### config.mk
export PLATFORM = sky130hd
export DESIGN_NAME = edge_rate_meter
export DESIGN_NICKNAME = d
export VERILOG_FILES = /design/src/rtl/edge_rate_meter.sv
export SDC_FILE = /design/constraint.sdc
export NUM_CORES = 1
export LEC_CHECK = 0
export ABC_AREA = 0
export CAP_MARGIN = 20
export CORE_ASPECT_RATIO = 1.1
export CORE_MARGIN = 2
export CORE_UTILIZATION = 26
export CTS_BUF_LIST = sky130_fd_sc_hd__clkbuf_4 sky130_fd_sc_hd__clkbuf_8 sky130_fd_sc_hd__clkbuf_16
export DETAILED_ROUTE_END_ITERATION = 10
export HOLD_SLACK_MARGIN = 0.03
export PLACE_DENSITY = 0.49
export SYNTH_ARGS = -nofsm -noshare
export SYNTH_HDL_FRONTEND = slang
export SYNTH_SLANG_ARGS = --single-unit
### constraint.sdc
create_clock -name clk -period 2.6 [get_ports clk]
set_clock_uncertainty 0.05 [all_clocks]
set_input_delay 0.39 -clock clk [delete_from_list [all_inputs] [get_ports clk]]
set_output_delay 0.39 -clock clk [all_outputs]
set_load 0.1 [all_outputs]
### src/rtl/edge_rate_meter.sv
// edge_rate_meter
//   Counts rising edges on CHANNELS asynchronous inputs over a fixed gate
//   window of GATE_CYCLES clk cycles. At the end of every window it latches
//   each channel's count together with a liveness flag and an overflow flag.
//   Each channel also drives a blink LED taken from a free-running divider
//   of its own edge stream.
//
// Ports
//   clk          system clock (only clock)
//   rst          synchronous, active-high reset
//   sig_in       asynchronous inputs, one per channel
//   count_out    latched per-channel counts, channel i at [i*CNT_W +: CNT_W]
//   count_valid  one-cycle pulse when count_out/alive/overflow update
//   alive        latched count >= MIN_COUNT
//   overflow     channel saturated during the last window
//   led          per-channel blink output, dark while the channel is not alive
module edge_rate_meter #(
  parameter int CHANNELS    = 2,
  parameter int GATE_CYCLES = 48000000,
  parameter int CNT_W       = 26,
  parameter int SYNC_STAGES = 2,
  parameter int MIN_COUNT   = 1,
  parameter int LED_BIT     = 24
) (
  input  logic                      clk,
  input  logic                      rst,
  input  logic [CHANNELS-1:0]       sig_in,
  output logic [CHANNELS*CNT_W-1:0] count_out,
  output logic                      count_valid,
  output logic [CHANNELS-1:0]       alive,
  output logic [CHANNELS-1:0]       overflow,
  output logic [CHANNELS-1:0]       led
);

  localparam int GW = (GATE_CYCLES > 1) ? $clog2(GATE_CYCLES) : 1;
  localparam logic [GW-1:0]    GATE_LAST = GW'(GATE_CYCLES - 1);
  localparam logic [CNT_W-1:0] CNT_MAX   = '1;
  localparam logic [CNT_W-1:0] MIN_CNT   = CNT_W'(MIN_COUNT);

  // Gate counter shared by all channels
  logic [GW-1:0] gate;
  logic          term;

  assign term = (gate == GATE_LAST);

  always_ff @(posedge clk) begin
    if (rst) begin
      gate        <= '0;
      count_valid <= 1'b0;
    end else begin
      gate        <= term ? '0 : gate + GW'(1);
      count_valid <= term;
    end
  end

  logic [CHANNELS-1:0][CNT_W-1:0] cnt;
  assign count_out = cnt;

  for (genvar i = 0; i < CHANNELS; i++) begin : g_ch
    logic [SYNC_STAGES-1:0] sync_q;
    logic [SYNC_STAGES-1:0] vld_pipe;
    logic                   s, prev, primed, edg, acc_full;
    logic [CNT_W-1:0]       acc, acc_nxt, cnt_q;
    logic                   ovf_acc, ovf_q, alive_q;
    logic [LED_BIT:0]       div;

    assign s        = sync_q[SYNC_STAGES-1];
    assign edg      = s & ~prev & primed;
    assign acc_full = (acc == CNT_MAX);
    // Saturating next value; includes an edge landing on the terminal cycle
    assign acc_nxt  = (edg & ~acc_full) ? acc + CNT_W'(1) : acc;

    always_ff @(posedge clk) begin
      if (rst) begin
        sync_q   <= '0;
        vld_pipe <= '0;
        prev     <= 1'b0;
        primed   <= 1'b0;
        acc      <= '0;
        ovf_acc  <= 1'b0;
        div      <= '0;
        cnt_q    <= '0;
        ovf_q    <= 1'b0;
        alive_q  <= 1'b0;
      end else begin
        sync_q   <= {sync_q[SYNC_STAGES-2:0], sig_in[i]};
        // vld_pipe tracks which sync stages hold real samples since reset;
        // the zeros loaded by reset must not prime the channel, otherwise
        // an input held high through reset would count as a fresh edge.
        vld_pipe <= {vld_pipe[SYNC_STAGES-2:0], 1'b1};
        prev     <= s;
        if (vld_pipe[SYNC_STAGES-1] && !s) primed <= 1'b1;
        if (edg) div <= div + (LED_BIT+1)'(1);
        if (term) begin
          cnt_q   <= acc_nxt;
          ovf_q   <= ovf_acc | (edg & acc_full);
          alive_q <= (acc_nxt >= MIN_CNT);
          acc     <= '0;
          ovf_acc <= 1'b0;
        end else begin
          acc <= acc_nxt;
          if (edg && acc_full) ovf_acc <= 1'b1;
        end
      end
    end

    assign cnt[i]      = cnt_q;
    assign alive[i]    = alive_q;
    assign overflow[i] = ovf_q;
    assign led[i]      = div[LED_BIT] & alive_q;
  end

endmodule

==> summary.txt, run 1 <==
Clock sinks = 197
Vias/cell = 4.57
Clock buffer depth = 2
Pre-CTS WS = 0.100 ns
Crit Path Max Fanout = 5
Grt peak-use layer = met2
# DRC = 0
Setup TNS Final = 0 ns
P_leak = 0.00375 uW
CP Class = register to register
Fin crit share = 92.9%
RSZ-0062 raised after global routing = false
Critical path destination = g_ch[1].alive_q$_SDFFE_PP0P_
Grt ovf = 0
H-Tree Depth = 4
Sequential power share = 51.2%
Worst skew pair latency = 0.45 ns
GRT Total Usage = 12.3%
Chip width = 178 um
Pin count of the biggest net entering global routing = 116
Yosys cell types = 64
PwrDens = 565 mW/mm^2
GPL Wtd Cong = 0.851
Post-synthesis register bit count = 197
Min Tclk post-route = 2.42 ns
Count of buffers from port buffering = 62
Ys flop type = dfxtp_1
Cell taking the most area after synthesis = dfxtp_1
Worst-path clk slew = 0.08 ns
# IOs = 63
Post-synth top area share = 45.6%
CTS tree = built
Iter 0 DRT Violations = 306
Fin. Hold Viols = 0
Switching power total = 1390 uW
Synth warn = 0
Core Footprint = 0.0330 mm^2
Max transition margin = 58.6%
Status = completed
Mean post-synth cell area = 8.79 um^2
Synthesized area = 0.00864 mm^2
Met3 usage = 2.47%
Final slew viol count = 0
Synth top cells by count = nor2_1, dfxtp_1, xor2_1, nand2_1, xnor2_1
Initial antenna violation count = 0
Seq/Total Area, Yosys = 45.6%
Reg2reg setup slack = 0.18 ns
Clk root buf = clkbuf_16
Setup Viol. Count Final = 0
Clock Power Share = 47.1%
Via count = 6887
Peak supply drop = 0.000373 V
Worst R2R Start = g_ch[1].acc[11]$_SDFF_PP0_
CP endpoint kind = register
Syn_nets = 992
Wirelength, routed = 20400 um
DRT Pass-1 Iters = 4
First-pass GRT wire length = 34300 um
Die area = 0.0347 mm^2
Worst path cell trace = nand4_2, nor2_1, nand2_1, or4b_1, o21ai_0, nand3_1, and4bb_1, a21oi_1
Grt met2 use = 20.5%
Post-Syn Instances = 983
Worst r2r path cells = 8
Rows = 70
Sw Share = 23.4%
Ranking of synthesized cells by area = dfxtp_1, nor2_1, xor2_1, xnor2_1, a211oi_1
Area growth from synthesis to layout = 21.4%
Internal = 4540 uW
Delay of the slowest cell on the worst path = 0.48 ns
Wire length per cell = 13.5 um
Vias in the first global route = 6753
Share of cells above drive strength 1 = 17.0%
Critical Path AT = 2.70 ns
Count leader, synth = nor2_1
Final net count = 1072
Dpl hpwl = 14400 um
Worst-Margin Slew = 0.620 ns
Hold buffer count at cts = 0
FMAX = 414 MHz
EDFF count, synth = 0
Grt met1 use = 15.4%
Number of diodes = 0
Starting Density = 26.2%
PnR Total Power = 5930 uW
Routed Antenna Nets = 0
CP startpoint = g_ch[1].acc[11]$_SDFF_PP0_
Die height = 195 um
Comb power frac = 1.7%
CTS buffer count = 17
Worst setup SP type = register
FF-to-FF End = g_ch[1].alive_q$_SDFFE_PP0P_
Max-cap viol count = 0
Worst hold path class = input port to register
Fin worst setup slack = 0.184 ns
Hold slack = 0.287 ns
Post-synth ARST share = 0%
Critical-path top delay cell = or4b_1
Final core occ = 31.8%
WP data required = 2.89 ns
==> layout make-up <==
class | instances | area [um^2]
sequential | 197 | 3950
timing repair buffer | 114 | 898
multi-input combinational | 723 | 4440
fill | 3487 | 22500
tap | 432 | 541
clock inverter | 14 | 193
clock buffer | 18 | 433
inverter | 10 | 37.5
==> power groups by stage <==
| stage | sequential, uW | clock, uW | combinational, uW |
|---|---|---|---|
| after floorplan | 3100 | 0 | 66.6 |
| final | 3030 | 2790 | 101 |
| after detailed placement | 3110 | 0 | 104 |
| after CTS | 3030 | 2890 | 104 |
| after global placement | 3110 | 0 | 104 |
| after global routing | 3040 | 3010 | 113 |
==> repair_timing <==
| item | CTS | global route |
|---|---|---|
| endpoints found under the setup margin | 0 | 4 |
| endpoints found under the hold margin | 0 | 0 |
| resized for setup | 0 | 11 |
| buffers inserted | 0 | 3 |
==> cell usage in the layout, fill, tap and decap left out, types with 19 or more instances in the layout <==
cell      instances
a21oi_1          25
nand4_1          28
and3_1           19
dfxtp_1         195
a211oi_1         50
nand2_1          60
nor3_1           19
buf_4           109
xor2_1           64
nor2_1          212
nand3_1          50
xnor2_1          53
==> layer usage <==
metal	vias to the layer above	share of wire, %
met5	-	0
met4	0	2.5
met3	29	2.7
met2	93	48
met1	3218	47
li1	3547	-
==> state kept, by name, indices dropped and copies added, names as in the netlist <==
name           cells
g_ch.acc          52
g_ch.cnt_q        52
g_ch.div          50
gate              26
g_ch.sync_q        4
g_ch.alive_q       2
g_ch.ovf_acc       2
g_ch.ovf_q         2
g_ch.prev          2
g_ch.primed        2
g_ch.vld_pipe      2
count_valid        1
==> through the flow <==
stage | area (um^2) | std cells
4_1_cts | 10400 | 1505
3_5_place_dp | 9790 | 1473
5_1_grt | 10500 | 1508
2_1_floorplan | 8640 | 983
6_report | 10500 | 1508
3_3_place_gp | 9790 | 1473
==> critical path, delay by kind of cell (launching register included) <==
kind / cells / cell delay [ns]
DFF: 1 / 0.42
and+or+nand+nor: 6 / 1.62
AOI/OAI and AO/OA: 2 / 0.21
==> worst min-delay path by stage <==
stage / start / end / slack (ns) / cells past startpoint
after floorplan: gate[0]$_SDFF_PP0_ / gate[0]$_SDFF_PP0_ / 0.36 / 1
after global placement: g_ch[1].vld_pipe[0]$_DFF_P_ / g_ch[1].vld_pipe[1]$_SDFF_PP0_ / 0.37 / 1
after detailed placement: g_ch[1].vld_pipe[0]$_DFF_P_ / g_ch[1].vld_pipe[1]$_SDFF_PP0_ / 0.38 / 1
after CTS: rst / g_ch[1].vld_pipe[0]$_DFF_P_ / 0.28 / 2
after global routing: rst / g_ch[1].vld_pipe[0]$_DFF_P_ / 0.29 / 2
final: rst / g_ch[1].vld_pipe[0]$_DFF_P_ / 0.29 / 2
==> cells by family after synthesis <==
group	synth area share, %
simple gates	28.0
compound gates	8.97
fa+ha+maj	0.724
flops	45.6
mux	0.839
xor+xnor	12.2
buf+inv	3.63
No activity file was read; power rests on OpenSTA's default activity.
==> run 2: changes to the inputs <==
Settings changed: CTS_CLUSTER_SIZE set to 14.
==> results of run 2 <==
Same layout as run 1: the final DEF is identical, and so are final timing and power.
==> run 3: changes to the inputs <==
--- a/config.mk
+++ b/config.mk
@@ -7,3 +7,3 @@
 export LEC_CHECK = 0
-export ABC_AREA = 0
+export ABC_AREA = 1
 export CAP_MARGIN = 20
@@ -17,2 +17,3 @@
 export PLACE_DENSITY = 0.49
+export RECOVER_POWER = 25
 export SYNTH_ARGS = -nofsm -noshare
--- a/constraint.sdc
+++ b/constraint.sdc
@@ -4,2 +4,2 @@
 set_output_delay 0.39 -clock clk [all_outputs]
-set_load 0.1 [all_outputs]
+set_load 0.02 [all_outputs]
==> summary.txt, run 3 <==
FF-to-FF End = g_ch[0].cnt_q[25]$_SDFFE_PP0P_
Worst hold path class = register to register
Fin. Hold Viols = 0 (unchanged)
Initial antenna violation count = 0 (unchanged)
Area of the multi-input gates = 0.00460 mm^2 (+3.5%)
Status = completed
Layout fillers = 3966 (+14%)
Final slew viol count = 0 (unchanged)
Delay of the slowest cell on the worst path = 0.36 ns (-0.12 ns)
Critical Path AT = 2.65 ns (-0.05 ns)
Count of buffers from port buffering = 62 (unchanged)
First-pass GRT wire length = 40500 um (+18%)
RSZ-0062 raised after global routing = false
Post-Syn Instances = 1385 (+41%)
Post-synth ARST share = 0% (unchanged)
Cell taking the most area after synthesis = dfxtp_1
WP data required = 2.89 ns (about the same)
Mean post-synth cell area = 6.77 um^2 (-23%)
Wirelength, routed = 24200 um (+19%)
Hold path depth = 2 (unchanged)
Worst skew pair latency = 0.45 ns (about the same)
Die area = 0.0376 mm^2 (+8.2%)
PwrDens = 526 mW/mm^2 (-6.9%)
Yosys cell types = 41 (-36%)
Worst path cell trace = ha_1, nand3_1, nor3_2, nand2_1, inv_1, nand3_1, nor3_2, nor2_4, buf_4, a22o_1
EDFF count, synth = 0 (unchanged)
Reg2reg setup slack = 0.24 ns (+0.06 ns)
CTS tree = built
P_leak = 0.00439 uW (+17%)
Placed Instances = 1915 (+30%)
Core Footprint = 0.0353 mm^2 (+6.9%)
Synth warn = 0 (unchanged)
Share of cells above drive strength 1 = 7.36% (-9.6 points)
GRT Total Usage = 13.5% (+1.3 points)
Vias/cell = 4.31 (-5.5%)
Commonest non-fill, non-tap cell in the layout = nand2_1
Worst r2r path cells = 10 (+2)
GPL Wtd Cong = 0.878 (+3.2%)
Chip width = 185 um (+4.0%)
Die height = 203 um (+4.0%)
Post-synthesis register bit count = 197 (unchanged)
Count leader, synth = nand2_1
Final net count = 1463 (+36%)
Largest regs = g_ch.acc: 52 flops, g_ch.cnt_q: 52 flops, g_ch.div: 50 flops
Max transition margin = 22.2% (-36 points)
Number of diodes = 0 (unchanged)
# DRC = 0 (unchanged)
Crit Path Max Fanout = 42 (+37)
Fin crit share = 90.7% (-2.2 points)
Rows = 72 (+2.9%)
Via count = 8403 (+22%)
# IOs = 63 (unchanged)
Worst R2R Start = gate[0]$_SDFF_PP0_
CP startpoint = gate[0]$_SDFF_PP0_
Wire length per cell = 12.4 um (-8.0%)
Worst-Margin Slew = 1.17 ns (+0.547 ns)
Grt ovf = 0 (unchanged)
Post-synth top area share = 42.1% (-3.5 points)
Hold buffer count at cts = 0 (unchanged)
Critical-path top delay cell = dfxtp_1
CTS buffer count = 17 (unchanged)
DRT Pass-1 Iters = 5 (+1)
Setup Viol. Count Final = 0 (unchanged)
Worst-path clk slew = 0.08 ns (about the same)
Synth top cells by count = nand2_1, nor2_1, dfxtp_1, inv_1, o21ai_0
CP endpoint kind = register
Max-cap viol count = 0 (unchanged)
H-Tree Depth = 4 (unchanged)
Pin count of the biggest net entering global routing = 43 (-63%)
Dpl hpwl = 18100 um (+25%)
CP top delay family = simple AND/OR/NAND/NOR gates
Clock sinks = 197 (unchanged)
Worst path depth = 10 (+2)
Reg area = 0.00395 mm^2 (unchanged)
Hold slack = 0.353 ns (+0.0659 ns)
Area growth from synthesis to layout = 19.7%
Min Tclk post-route = 2.36 ns (-0.0583 ns)
Most frequent cells in the layout = nand2_1, nor2_1, dfxtp_1
Post-route insts no fill = 1948 (+29%)
Ranking of synthesized cells by area = dfxtp_1, nand2_1, nor2_1, inv_1, o21ai_0
Clk root buf = clkbuf_16
FMAX = 424 MHz (+2.5%)
Vias in the first global route = 8002 (+18%)
Peak supply drop = 0.000475 V (+27%)
Seq/Total Area, Yosys = 42.1% (-3.5 points)
Ys flop type = dfxtp_1
Routed Antenna Nets = 0 (unchanged)
CP Class = register to register
Hold path endpoint = g_ch[1].vld_pipe[1]$_SDFF_PP0_
Worst setup SP type = register
Starting Density = 26.5% (+0.36 points)
Clock buffer depth = 2 (unchanged)
Synthesized area = 0.00937 mm^2 (+8.4%)
Iter 0 DRT Violations = 531 (+74%)
Syn_nets = 1394 (+41%)
CP bufs+invs = 2 (+2)
Setup TNS Final = 0 ns (unchanged)
Hold_sp = g_ch[1].vld_pipe[0]$_DFF_P_
run 3: cell types whose count changed after synthesis, moves of 13 or more:
cell	change
a21oi_1	+18
xor2_1	-37
xnor2_1	-44
inv_1	+152
o21ai_0	+56
and3_1	-18
nand3b_1	+13
a211oi_1	-48
nand2_1	+345
run 3: kinds of logic (layout without fill, tap and decap cells):
kind of cell    count (synthesis)  in the layout  synth area share [%]
buf+inv                       208            290                  9.20
flops                         197            197                  42.1
simple gates                  802            802                  37.0
fa+ha+maj                       5              5                 0.668
mux                             1              1                 0.107
xor+xnor                       36             36                  3.36
compound gates                136            136                  7.61
run 3: repair_timing:
action / CTS / global route
setup buffers: 0 / 1
gates resized for setup: 0 / 8
endpoints found under the setup margin: 0 / 3
run 3: per-stage QoR:
step                      util (%)  setup slack [ns]  cell area, um^2  power, uW
final                         31.8             0.243            11200       5900
after global routing          31.8           0.00325            11200       6160
after CTS                     31.7            0.0422            11200       6010
after detailed placement      30.0            0.0679            10600       3250
after global placement        30.0             0.140            10600       3240
after floorplan                  -             0.512             9370       3200
run 3: area by class of cell:
cell class,instances,area share (%)
timing repair buffer,88,7.43
sequential,197,35.2
clock inverter,12,1.28
tap,481,5.37
inverter,170,5.72
multi-input combinational,980,41.0
clock buffer,20,3.99
run 3: worst max-delay path by stage:
stage                                endpoint  slack, ns
3_3_place_gp     g_ch[0].alive_q$_SDFFE_PP0P_       0.14
4_1_cts          g_ch[0].alive_q$_SDFFE_PP0P_       0.04
6_report       g_ch[0].cnt_q[25]$_SDFFE_PP0P_       0.24
3_5_place_dp     g_ch[0].alive_q$_SDFFE_PP0P_       0.07
2_1_floorplan    g_ch[0].alive_q$_SDFFE_PP0P_       0.51
5_1_grt        g_ch[0].cnt_q[23]$_SDFFE_PP0P_      0.003
run 3: layer usage:
metal | track usage (%) | share of wire, %
met2 | 22.9 | 48
met5 | 0 | 0
met3 | 2.39 | 3.1
met1 | 17.2 | 47
met4 | 4.76 | 2.0
run 3: worst min-delay path: cells and delay by family (launching register included):
kind / cells / cell delay (ns)
flip-flops: 1 / 0.30
buffers and inverters: 1 / 0.04
AND/OR/NAND/NOR: 1 / 0.03
run 3: power by group:
group	total, uW	internal, uW	switching (uW)	leakage [uW]
clock	2730	1470	1260	0.000282
sequential	3040	3030	8.77	0.00159
combinational	133	40.9	92.0	0.00251
total	5900	4540	1360	0.00439
